File: config.mk
export PLATFORM = sky130hd
export DESIGN_NAME = control_unit_flat
export DESIGN_NICKNAME = d
export VERILOG_FILES = /design/src/rtl/control_unit_pkg.sv /design/src/rtl/control_unit_if.sv /design/src/rtl/control_unit_decoder.sv /design/src/rtl/control_unit.sv /design/src/flat_wrapper.sv
export SDC_FILE = /design/constraint.sdc
export NUM_CORES = 1
export LEC_CHECK = 0
export CAP_MARGIN = 10
export CORE_UTILIZATION = 35
export DETAILED_ROUTE_END_ITERATION = 7
export PLACE_DENSITY = 0.7
export SKIP_CTS_REPAIR_TIMING = 1
export SYNTH_ARGS = -nofsm -noshare
export SYNTH_HDL_FRONTEND = slang
export SYNTH_HIERARCHICAL = 1
export SYNTH_SLANG_ARGS = --single-unit
File: constraint.sdc
create_clock -name Clock -period 3.4 [get_ports Clock]
set_input_delay 0.68 -clock Clock [delete_from_list [all_inputs] [get_ports Clock]]
set_output_delay 0.68 -clock Clock [all_outputs]
set_load 0.005 [all_outputs]
File: src/rtl/control_unit_pkg.sv
`default_nettype none
//------------------------------------------------------------------------------
// Module   : cpu_pkg
// Purpose  : Shared definitions for the Mini SRC hardwired control sequencer:
//            5-bit opcode map, sequencer state enumeration, instruction class
//            enumeration, packed control word, and the opcode classifier.
// Options  : CTRL_MULDIV_EN - when defined, mul/div are classified as
//            supported multi-cycle ops; otherwise they classify as illegal.
// Revision : 1.0 - initial release
//------------------------------------------------------------------------------
package cpu_pkg;

  // Opcode map (IR[31:27]); the ALU uses the same encoding for its operation.
  localparam logic [4:0] c_OP_LD   = 5'b00000;
  localparam logic [4:0] c_OP_LDI  = 5'b00001;
  localparam logic [4:0] c_OP_ST   = 5'b00010;
  localparam logic [4:0] c_OP_ADD  = 5'b00011;
  localparam logic [4:0] c_OP_SUB  = 5'b00100;
  localparam logic [4:0] c_OP_AND  = 5'b00101;
  localparam logic [4:0] c_OP_OR   = 5'b00110;
  localparam logic [4:0] c_OP_ROR  = 5'b00111;
  localparam logic [4:0] c_OP_ROL  = 5'b01000;
  localparam logic [4:0] c_OP_SHR  = 5'b01001;
  localparam logic [4:0] c_OP_SHRA = 5'b01010;
  localparam logic [4:0] c_OP_SHL  = 5'b01011;
  localparam logic [4:0] c_OP_ADDI = 5'b01100;
  localparam logic [4:0] c_OP_ANDI = 5'b01101;
  localparam logic [4:0] c_OP_ORI  = 5'b01110;
  localparam logic [4:0] c_OP_DIV  = 5'b01111;
  localparam logic [4:0] c_OP_MUL  = 5'b10000;
  localparam logic [4:0] c_OP_NEG  = 5'b10001;
  localparam logic [4:0] c_OP_NOT  = 5'b10010;
  localparam logic [4:0] c_OP_NOP  = 5'b11010;
  localparam logic [4:0] c_OP_HALT = 5'b11011;

  // Sequencer states.
  typedef enum logic [3:0] {
    ST_RST    = 4'd0,
    ST_T0     = 4'd1,
    ST_T1     = 4'd2,
    ST_T2     = 4'd3,
    ST_T3     = 4'd4,
    ST_T4     = 4'd5,
    ST_T5     = 4'd6,
    ST_T6     = 4'd7,
    ST_T7     = 4'd8,
    ST_PAUSED = 4'd9,
    ST_HALTED = 4'd10
  } cu_state_t;

  // Instruction classes: opcodes in one class share an identical step sequence.
  typedef enum logic [3:0] {
    CLS_REG     = 4'd0,  // three-register ALU ops
    CLS_UNARY   = 4'd1,  // neg, not
    CLS_IMM     = 4'd2,  // addi, andi, ori
    CLS_LDI     = 4'd3,
    CLS_LD      = 4'd4,
    CLS_ST      = 4'd5,
    CLS_MULDIV  = 4'd6,
    CLS_NOP     = 4'd7,
    CLS_HALT    = 4'd8,
    CLS_ILLEGAL = 4'd9
  } op_class_t;

  // One bit per datapath strobe plus the ALU operation and status flags.
  typedef struct packed {
    logic       PCout;
    logic       PCin;
    logic       IncPC;
    logic       MARin;
    logic       MDRin;
    logic       MDRout;
    logic       Read;
    logic       Write;
    logic       IRin;
    logic       Yin;
    logic       Zlowin;
    logic       Zhighin;
    logic       Zlowout;
    logic       Zhighout;
    logic       LOin;
    logic       HIin;
    logic       Gra;
    logic       Grb;
    logic       Grc;
    logic       Rin;
    logic       Rout;
    logic       BAout;
    logic       Cout;
    logic [4:0] ALU_op;
    logic       Run;
    logic       Illegal;
  } ctrl_word_t;

  function automatic op_class_t op_class(input logic [4:0] op);
    op_class_t cls;
    case (op)
      c_OP_ADD, c_OP_SUB, c_OP_AND, c_OP_OR, c_OP_ROR,
      c_OP_ROL, c_OP_SHR, c_OP_SHRA, c_OP_SHL:   cls = CLS_REG;
      c_OP_NEG, c_OP_NOT:                        cls = CLS_UNARY;
      c_OP_ADDI, c_OP_ANDI, c_OP_ORI:            cls = CLS_IMM;
      c_OP_LDI:                                  cls = CLS_LDI;
      c_OP_LD:                                   cls = CLS_LD;
      c_OP_ST:                                   cls = CLS_ST;
`ifdef CTRL_MULDIV_EN
      c_OP_MUL, c_OP_DIV:                        cls = CLS_MULDIV;
`endif
      c_OP_NOP:                                  cls = CLS_NOP;
      c_OP_HALT:                                 cls = CLS_HALT;
      default:                                   cls = CLS_ILLEGAL;
    endcase
    return cls;
  endfunction

endpackage
`default_nettype wire

File: src/rtl/control_unit_if.sv
`default_nettype none
//------------------------------------------------------------------------------
// Module   : control_unit_if
// Purpose  : Bundle between the control sequencer and the single-bus datapath.
// Ports    : IR, Mem_ready, Stop           - datapath/system -> control
//            PC/memory/register strobes,
//            Gra/Grb/Grc/Rin/Rout/BAout/Cout,
//            ALU_op[4:0], Run, Illegal     - control -> datapath
// Modports : master - control unit side; slave - datapath side.
// Revision : 1.0 - initial release
//------------------------------------------------------------------------------
interface control_unit_if;
  logic [31:0] IR;
  logic        Mem_ready;
  logic        Stop;

  logic        PCout, PCin, IncPC;
  logic        MARin, MDRin, MDRout, Read, Write;
  logic        IRin, Yin, Zlowin, Zhighin, Zlowout, Zhighout;
  logic        LOin, HIin;
  logic        Gra, Grb, Grc, Rin, Rout, BAout, Cout;
  logic [4:0]  ALU_op;
  logic        Run;
  logic        Illegal;

  modport master (
    input  IR, Mem_ready, Stop,
    output PCout, PCin, IncPC,
    output MARin, MDRin, MDRout, Read, Write,
    output IRin, Yin, Zlowin, Zhighin, Zlowout, Zhighout,
    output LOin, HIin,
    output Gra, Grb, Grc, Rin, Rout, BAout, Cout,
    output ALU_op, Run, Illegal
  );

  modport slave (
    output IR, Mem_ready, Stop,
    input  PCout, PCin, IncPC,
    input  MARin, MDRin, MDRout, Read, Write,
    input  IRin, Yin, Zlowin, Zhighin, Zlowout, Zhighout,
    input  LOin, HIin,
    input  Gra, Grb, Grc, Rin, Rout, BAout, Cout,
    input  ALU_op, Run, Illegal
  );
endinterface
`default_nettype wire

File: src/rtl/control_unit_decoder.sv
`default_nettype none
//------------------------------------------------------------------------------
// Module   : control_word_decoder
// Purpose  : Combinational Moore map from (sequencer state, opcode) to the
//            full control word. Any strobe not listed for a step stays 0.
// Ports    : i_state  - current sequencer state
//            i_opcode - IR[31:27]; only consulted from T3 onward
//            o_cw     - packed control word
// Options  : CTRL_MULDIV_EN - adds the mul/div T3..T6 step decode.
// Revision : 1.0 - initial release
//------------------------------------------------------------------------------
module control_word_decoder
  import cpu_pkg::*;
(
  input  cu_state_t  i_state,
  input  logic [4:0] i_opcode,
  output ctrl_word_t o_cw
);

  op_class_t w_cls;
  assign w_cls = op_class(i_opcode);

  always_comb begin
    o_cw = '0;
    // Run covers every executing step and the paused state; RST/HALTED keep it low.
    o_cw.Run = (i_state != ST_RST) && (i_state != ST_HALTED);

    case (i_state)
      ST_T0: begin
        o_cw.PCout  = 1'b1;
        o_cw.MARin  = 1'b1;
        o_cw.IncPC  = 1'b1;
        o_cw.Zlowin = 1'b1;
      end
      ST_T1: begin
        o_cw.Zlowout = 1'b1;
        o_cw.PCin    = 1'b1;
        o_cw.Read    = 1'b1;
        o_cw.MDRin   = 1'b1;
      end
      ST_T2: begin
        o_cw.MDRout = 1'b1;
        o_cw.IRin   = 1'b1;
      end
      ST_T3: begin
        case (w_cls)
          CLS_REG, CLS_IMM: begin
            o_cw.Grb  = 1'b1;
            o_cw.Rout = 1'b1;
            o_cw.Yin  = 1'b1;
          end
          // Address-style ops put base (or 0 for R0) on the bus via BAout.
          CLS_LDI, CLS_LD, CLS_ST: begin
            o_cw.Grb   = 1'b1;
            o_cw.BAout = 1'b1;
            o_cw.Yin   = 1'b1;
          end
          CLS_UNARY: begin
            o_cw.Grb    = 1'b1;
            o_cw.Rout   = 1'b1;
            o_cw.ALU_op = i_opcode;
            o_cw.Zlowin = 1'b1;
          end
`ifdef CTRL_MULDIV_EN
          CLS_MULDIV: begin
            o_cw.Gra  = 1'b1;
            o_cw.Rout = 1'b1;
            o_cw.Yin  = 1'b1;
          end
`endif
          CLS_ILLEGAL: o_cw.Illegal = 1'b1;
          default: ;
        endcase
      end
      ST_T4: begin
        case (w_cls)
          CLS_REG: begin
            o_cw.Grc    = 1'b1;
            o_cw.Rout   = 1'b1;
            o_cw.ALU_op = i_opcode;
            o_cw.Zlowin = 1'b1;
          end
          CLS_UNARY: begin
            o_cw.Zlowout = 1'b1;
            o_cw.Gra     = 1'b1;
            o_cw.Rin     = 1'b1;
          end
          CLS_IMM: begin
            o_cw.Cout   = 1'b1;
            o_cw.ALU_op = i_opcode;
            o_cw.Zlowin = 1'b1;
          end
          // Effective address is always base + constant, whatever the opcode.
          CLS_LDI, CLS_LD, CLS_ST: begin
            o_cw.Cout   = 1'b1;
            o_cw.ALU_op = c_OP_ADD;
            o_cw.Zlowin = 1'b1;
          end
`ifdef CTRL_MULDIV_EN
          CLS_MULDIV: begin
            o_cw.Grb     = 1'b1;
            o_cw.Rout    = 1'b1;
            o_cw.ALU_op  = i_opcode;
            o_cw.Zlowin  = 1'b1;
            o_cw.Zhighin = 1'b1;
          end
`endif
          default: ;
        endcase
      end
      ST_T5: begin
        case (w_cls)
          CLS_REG, CLS_IMM, CLS_LDI: begin
            o_cw.Zlowout = 1'b1;
            o_cw.Gra     = 1'b1;
            o_cw.Rin     = 1'b1;
          end
          CLS_LD, CLS_ST: begin
            o_cw.Zlowout = 1'b1;
            o_cw.MARin   = 1'b1;
          end
`ifdef CTRL_MULDIV_EN
          CLS_MULDIV: begin
            o_cw.Zlowout = 1'b1;
            o_cw.LOin    = 1'b1;
          end
`endif
          default: ;
        endcase
      end
      ST_T6: begin
        case (w_cls)
          CLS_LD: begin
            o_cw.Read  = 1'b1;
            o_cw.MDRin = 1'b1;
          end
          // MDR loads from the bus (Read low selects the bus input of MDR).
          CLS_ST: begin
            o_cw.Gra   = 1'b1;
            o_cw.Rout  = 1'b1;
            o_cw.MDRin = 1'b1;
          end
`ifdef CTRL_MULDIV_EN
          CLS_MULDIV: begin
            o_cw.Zhighout = 1'b1;
            o_cw.HIin     = 1'b1;
          end
`endif
          default: ;
        endcase
      end
      ST_T7: begin
        case (w_cls)
          CLS_LD: begin
            o_cw.MDRout = 1'b1;
            o_cw.Gra    = 1'b1;
            o_cw.Rin    = 1'b1;
          end
          CLS_ST:  o_cw.Write = 1'b1;
          default: ;
        endcase
      end
      default: ;
    endcase
  end

endmodule
`default_nettype wire

File: src/rtl/control_unit.sv
`default_nettype none
//------------------------------------------------------------------------------
// Module   : control_unit
// Purpose  : Hardwired Mini SRC control sequencer for the single-bus datapath.
//            Holds the step state register and the transition logic; strobes
//            are a Moore decode of the state and IR[31:27].
// Ports    : Clock - rising-edge system clock
//            Reset - asynchronous, active-high; forces RST, all outputs 0
//            bus   - control_unit_if.master (IR, Mem_ready, Stop in;
//                    datapath strobes, ALU_op, Run, Illegal out)
// Options  : CTRL_MULDIV_EN - enables mul/div sequencing (T3..T6).
// Revision : 1.0 - initial release
//------------------------------------------------------------------------------
module control_unit
  import cpu_pkg::*;
(
  input  logic             Clock,
  input  logic             Reset,
  control_unit_if.master   bus
);

  cu_state_t  r_state;
  cu_state_t  w_next_state;
  cu_state_t  w_done_state;
  logic [4:0] w_opcode;
  op_class_t  w_cls;
  ctrl_word_t w_cw;

  assign w_opcode = bus.IR[31:27];
  assign w_cls    = op_class(w_opcode);

  // Where the last step of an instruction goes: Stop is only honoured here.
  assign w_done_state = bus.Stop ? ST_PAUSED : ST_T0;

  // State register
  always_ff @(posedge Clock or posedge Reset) begin
    if (Reset) begin
      r_state <= ST_RST;
    end else begin
      r_state <= w_next_state;
    end
  end

  // Next-state logic
  always_comb begin
    w_next_state = ST_RST;
    case (r_state)
      ST_RST: w_next_state = ST_T0;
      ST_T0:  w_next_state = ST_T1;
      ST_T1:  w_next_state = bus.Mem_ready ? ST_T2 : ST_T1;
      ST_T2:  w_next_state = ST_T3;
      ST_T3: begin
        case (w_cls)
          CLS_HALT:             w_next_state = ST_HALTED;
          CLS_NOP, CLS_ILLEGAL: w_next_state = w_done_state;
          default:              w_next_state = ST_T4;
        endcase
      end
      ST_T4: begin
        w_next_state = (w_cls == CLS_UNARY) ? w_done_state : ST_T5;
      end
      ST_T5: begin
        case (w_cls)
          CLS_LD, CLS_ST, CLS_MULDIV: w_next_state = ST_T6;
          default:                    w_next_state = w_done_state;
        endcase
      end
      ST_T6: begin
        case (w_cls)
          CLS_LD:  w_next_state = bus.Mem_ready ? ST_T7 : ST_T6;
          CLS_ST:  w_next_state = ST_T7;
          default: w_next_state = w_done_state;
        endcase
      end
      ST_T7: begin
        // st finishes on its write, which may be stretched by memory.
        if ((w_cls == CLS_ST) && !bus.Mem_ready) begin
          w_next_state = ST_T7;
        end else begin
          w_next_state = w_done_state;
        end
      end
      ST_PAUSED: w_next_state = bus.Stop ? ST_PAUSED : ST_T0;
      ST_HALTED: w_next_state = ST_HALTED;
      default:   w_next_state = ST_RST;
    endcase
  end

  // Output decode
  control_word_decoder u_decoder (
    .i_state  (r_state),
    .i_opcode (w_opcode),
    .o_cw     (w_cw)
  );

  assign bus.PCout    = w_cw.PCout;
  assign bus.PCin     = w_cw.PCin;
  assign bus.IncPC    = w_cw.IncPC;
  assign bus.MARin    = w_cw.MARin;
  assign bus.MDRin    = w_cw.MDRin;
  assign bus.MDRout   = w_cw.MDRout;
  assign bus.Read     = w_cw.Read;
  assign bus.Write    = w_cw.Write;
  assign bus.IRin     = w_cw.IRin;
  assign bus.Yin      = w_cw.Yin;
  assign bus.Zlowin   = w_cw.Zlowin;
  assign bus.Zhighin  = w_cw.Zhighin;
  assign bus.Zlowout  = w_cw.Zlowout;
  assign bus.Zhighout = w_cw.Zhighout;
  assign bus.LOin     = w_cw.LOin;
  assign bus.HIin     = w_cw.HIin;
  assign bus.Gra      = w_cw.Gra;
  assign bus.Grb      = w_cw.Grb;
  assign bus.Grc      = w_cw.Grc;
  assign bus.Rin      = w_cw.Rin;
  assign bus.Rout     = w_cw.Rout;
  assign bus.BAout    = w_cw.BAout;
  assign bus.Cout     = w_cw.Cout;
  assign bus.ALU_op   = w_cw.ALU_op;
  assign bus.Run      = w_cw.Run;
  assign bus.Illegal  = w_cw.Illegal;

endmodule
`default_nettype wire

File: src/flat_wrapper.sv
// flat-port wrapper written by rule: the top's interface ports become plain ports
module control_unit_flat import cpu_pkg::*;
  (Clock, Reset, bus_IR, bus_Mem_ready, bus_Stop, bus_PCout, bus_PCin, bus_IncPC, bus_MARin, bus_MDRin, bus_MDRout, bus_Read, bus_Write, bus_IRin, bus_Yin, bus_Zlowin, bus_Zhighin, bus_Zlowout, bus_Zhighout, bus_LOin, bus_HIin, bus_Gra, bus_Grb, bus_Grc, bus_Rin, bus_Rout, bus_BAout, bus_Cout, bus_ALU_op, bus_Run, bus_Illegal);
  control_unit_if bus_i ();
  input  logic Clock;
  input  logic Reset;
  input wire logic [$bits(bus_i.IR)-1:0] bus_IR;
  input wire logic [$bits(bus_i.Mem_ready)-1:0] bus_Mem_ready;
  input wire logic [$bits(bus_i.Stop)-1:0] bus_Stop;
  output wire logic [$bits(bus_i.PCout)-1:0] bus_PCout;
  output wire logic [$bits(bus_i.PCin)-1:0] bus_PCin;
  output wire logic [$bits(bus_i.IncPC)-1:0] bus_IncPC;
  output wire logic [$bits(bus_i.MARin)-1:0] bus_MARin;
  output wire logic [$bits(bus_i.MDRin)-1:0] bus_MDRin;
  output wire logic [$bits(bus_i.MDRout)-1:0] bus_MDRout;
  output wire logic [$bits(bus_i.Read)-1:0] bus_Read;
  output wire logic [$bits(bus_i.Write)-1:0] bus_Write;
  output wire logic [$bits(bus_i.IRin)-1:0] bus_IRin;
  output wire logic [$bits(bus_i.Yin)-1:0] bus_Yin;
  output wire logic [$bits(bus_i.Zlowin)-1:0] bus_Zlowin;
  output wire logic [$bits(bus_i.Zhighin)-1:0] bus_Zhighin;
  output wire logic [$bits(bus_i.Zlowout)-1:0] bus_Zlowout;
  output wire logic [$bits(bus_i.Zhighout)-1:0] bus_Zhighout;
  output wire logic [$bits(bus_i.LOin)-1:0] bus_LOin;
  output wire logic [$bits(bus_i.HIin)-1:0] bus_HIin;
  output wire logic [$bits(bus_i.Gra)-1:0] bus_Gra;
  output wire logic [$bits(bus_i.Grb)-1:0] bus_Grb;
  output wire logic [$bits(bus_i.Grc)-1:0] bus_Grc;
  output wire logic [$bits(bus_i.Rin)-1:0] bus_Rin;
  output wire logic [$bits(bus_i.Rout)-1:0] bus_Rout;
  output wire logic [$bits(bus_i.BAout)-1:0] bus_BAout;
  output wire logic [$bits(bus_i.Cout)-1:0] bus_Cout;
  output wire logic [$bits(bus_i.ALU_op)-1:0] bus_ALU_op;
  output wire logic [$bits(bus_i.Run)-1:0] bus_Run;
  output wire logic [$bits(bus_i.Illegal)-1:0] bus_Illegal;
  assign bus_i.IR = bus_IR;
  assign bus_i.Mem_ready = bus_Mem_ready;
  assign bus_i.Stop = bus_Stop;
  assign bus_PCout = bus_i.PCout;
  assign bus_PCin = bus_i.PCin;
  assign bus_IncPC = bus_i.IncPC;
  assign bus_MARin = bus_i.MARin;
  assign bus_MDRin = bus_i.MDRin;
  assign bus_MDRout = bus_i.MDRout;
  assign bus_Read = bus_i.Read;
  assign bus_Write = bus_i.Write;
  assign bus_IRin = bus_i.IRin;
  assign bus_Yin = bus_i.Yin;
  assign bus_Zlowin = bus_i.Zlowin;
  assign bus_Zhighin = bus_i.Zhighin;
  assign bus_Zlowout = bus_i.Zlowout;
  assign bus_Zhighout = bus_i.Zhighout;
  assign bus_LOin = bus_i.LOin;
  assign bus_HIin = bus_i.HIin;
  assign bus_Gra = bus_i.Gra;
  assign bus_Grb = bus_i.Grb;
  assign bus_Grc = bus_i.Grc;
  assign bus_Rin = bus_i.Rin;
  assign bus_Rout = bus_i.Rout;
  assign bus_BAout = bus_i.BAout;
  assign bus_Cout = bus_i.Cout;
  assign bus_ALU_op = bus_i.ALU_op;
  assign bus_Run = bus_i.Run;
  assign bus_Illegal = bus_i.Illegal;
  control_unit u_core (.Clock(Clock), .Reset(Reset), .bus(bus_i));
endmodule
==> run metrics <==
crit start category=primary input; Final setup viols=0; RSZ-0062 raised after global routing=no; crit path kind=in2out; area of the mapped netlist=0.00143 sq mm; biggest regs=u_core/r_state: 4 flops; static leakage=1.30 nW; synthesized instance count=192; initial antenna violation count=0; Design Power=0.894 mW; hold_sp=u_core/r_state[3]; Min-Delay Endpoint=u_core/r_state[2]; cell depth of the worst flop-to-flop path=7; Remaining Overflow, GRT=0; max reg flops=4; top_reg_cell synth=dfrtp_1; clk_skew=2.06 ps; worst endpoint required time=2720 ps; cell area after layout=0.00219 sq mm; DRT Pass-1 Iters=4; clk sinks=4; headroom to the max-slew limit=0.625; H-tree depth=1; average wire per standard cell=12.4 um; starting density of the core=0.376; CTS buffer count=3; CTS tree=built; Arr. time, crit path=2620 ps; CP max FO=8; Post-synth EDFFs=0; Worst-path clk slew=30 ps; clk_lat worst skew=220 ps; fin cells=301; post-synthesis area per instance=7.44 sq um; final worst-path cycle share=0.969; Yosys warning total=6; Seq/Total Area, Yosys=0.0701; clk root buf=clkbuf_8; vias per cell=5.23; Hold Crit Class=reg2reg; Die W=65.9 um; area leader, netlist=ha_1; final setup margin=104 ps; peak supply drop=0.147 mV; cell row count=22; Worst R2R Start=u_core/r_state[1]; Setup WS pre-CTS=-475 ps; final design utilization=0.575; Yosys cell types=54; placed cells=294; dominant cells by area after synthesis=ha_1 (8.8%), dfrtp_1 (7.0%), nor2_1 (6.0%), nand2_1 (5.3%), buf_6 (4.7%); status=finished, final reports clean; Reg with most FFs=u_core/r_state; fmax=303 MHz; IO Port Bufs=34; Total Routing Usage GR=0.163; first-pass GRT wire length=5750 um; maxcap violations=0; post-DP HPWL=2760 um; Hold Violations, Final=0; layout cells sized above 1=0.296; Area after DPL=0.00195 sq mm; Yosys top cell area share=0.0876; Worst R2R Setup Slack=1520 ps; IO Pins=66; 1st-iter DRT viols=95; top post-synthesis cells by count=nor2_1 (23), nand2_1 (20), inv_1 (11); count leader, synth=nor2_1; RR Endpoint=u_core/r_state[3]; area delta synth->final=53.0%; Total Wirelength=3740 um; Worst Tran Pin Value=555 ps; Yosys reg bits=4; vias in the first global route=1332; Placer Congestion=0.854; number of remaining DRC errors=0; ANT nets after route=0; Final nets=301; Via Count=1575; Worst Hold Path Cells=2; Pins Over Slew Limit=0; Critical Path Sink Type=output pin; fin crit period=3300 ps; Die Area=0.00434 sq mm; largest net degree at the start of global routing=19; core area=0.00380 sq mm; asr flop ratio synth=1.00; Ant. Diodes=0; PwrDens=409 mW/mm^2; Longest Clk Path Bufs=2; die height=65.9 um
## cell usage in the layout (no fill, tap or decap), types with 2 or more instances in the layout
cell type        synthesis  layout
a21oi_1                  9       9
o32a_1                   2       2
nand4b_1                 2       2
nor2_2                   1       2
or3_1                    2       2
clkdlybuf4s50_1          0      10
mux2i_1                  4       4
nor3_1                   6       5
nand3_4                  2       2
nor4b_1                  2       2
o21ai_2                  3       3
ha_1                    10       9
nand2b_1                 5       5
nand2_1                 20      19
o21ai_0                  4       3
a31oi_4                  3       4
o21ai_1                  2       3
a31o_1                   2       2
nand3_1                  7       7
and3_4                   1       2
dlymetal6s2s_1           0      23
o211ai_1                 2       2
nor2b_1                  8       7
inv_1                   11      10
a21boi_0                 2       2
a21o_2                   2       2
and3_1                   4       3
or4b_4                   2       2
and2_1                   6       5
nand3_2                  2       2
nor2_1                  23      21
buf_6                    6       5
buf_4                    7      29
clkbuf_8                 0       3
dfrtp_1                  4       4
conb_1                   1       4
## routing by layer
layer / global-route usage / wire length, um
met1: 0.213 / 1740
met2: 0.286 / 1840
met3: 0.00517 / 124
met4: 0.0462 / 35
met5: 0 / 0
## worst max path at each step
stage	from	to	slack (ps)	depth (start not counted)
after floorplan	bus_IR[27]	bus_ALU_op[2]	610	8
after global placement	bus_IR[27]	bus_ALU_op[3]	-450	10
after detailed placement	bus_IR[27]	bus_ALU_op[4]	-480	10
after CTS	bus_IR[27]	bus_ALU_op[4]	-480	10
after global routing	bus_IR[31]	bus_ALU_op[0]	40	10
final	bus_IR[31]	bus_ALU_op[0]	100	10
## cell families after synthesis
logic type,share of synthesized area
AND/OR/NAND/NOR,0.416
AO/OA/AOI/OAI,0.259
buffers and inverters,0.116
adder cells (fa/ha/maj),0.0876
multiplexers,0.0359
flip-flops,0.0701
XOR/XNOR,0.0123
other,0.00262
## cell type report
class,count,area (sq um)
multi-input cells,166,1270
well taps,48,60.1
clock buffers,3,41.3
repair buffers,69,672
fillers,344,1610
inverters,11,41.3
flip-flops and latches,4,100
## through the flow
step / TNS [ps] / hold slack (ps)
final: 0 / 624
after global routing: 0 / 668
after CTS: -8160 / 630
after detailed placement: -8030 / 624
after global placement: -7370 / 622
after floorplan: 0 / 446
## critical path, stage by stage
cell and delay, ps:
clkdlybuf4s50_1 410, buf_6 150, or4b_4 500, nand3_4 130, buf_6 140, nor2_2 60, a31oi_4 140, nor2_1 70
a31o_1 180, dlymetal6s2s_1 150
## where the power goes
group,switching [mW],total (mW),internal [mW]
clock network,0.0240,0.0995,0.0754
logic,0.328,0.685,0.357
registers,0.0405,0.110,0.0697
total,0.392,0.894,0.502
No activity file was read; power rests on OpenSTA's default activity.
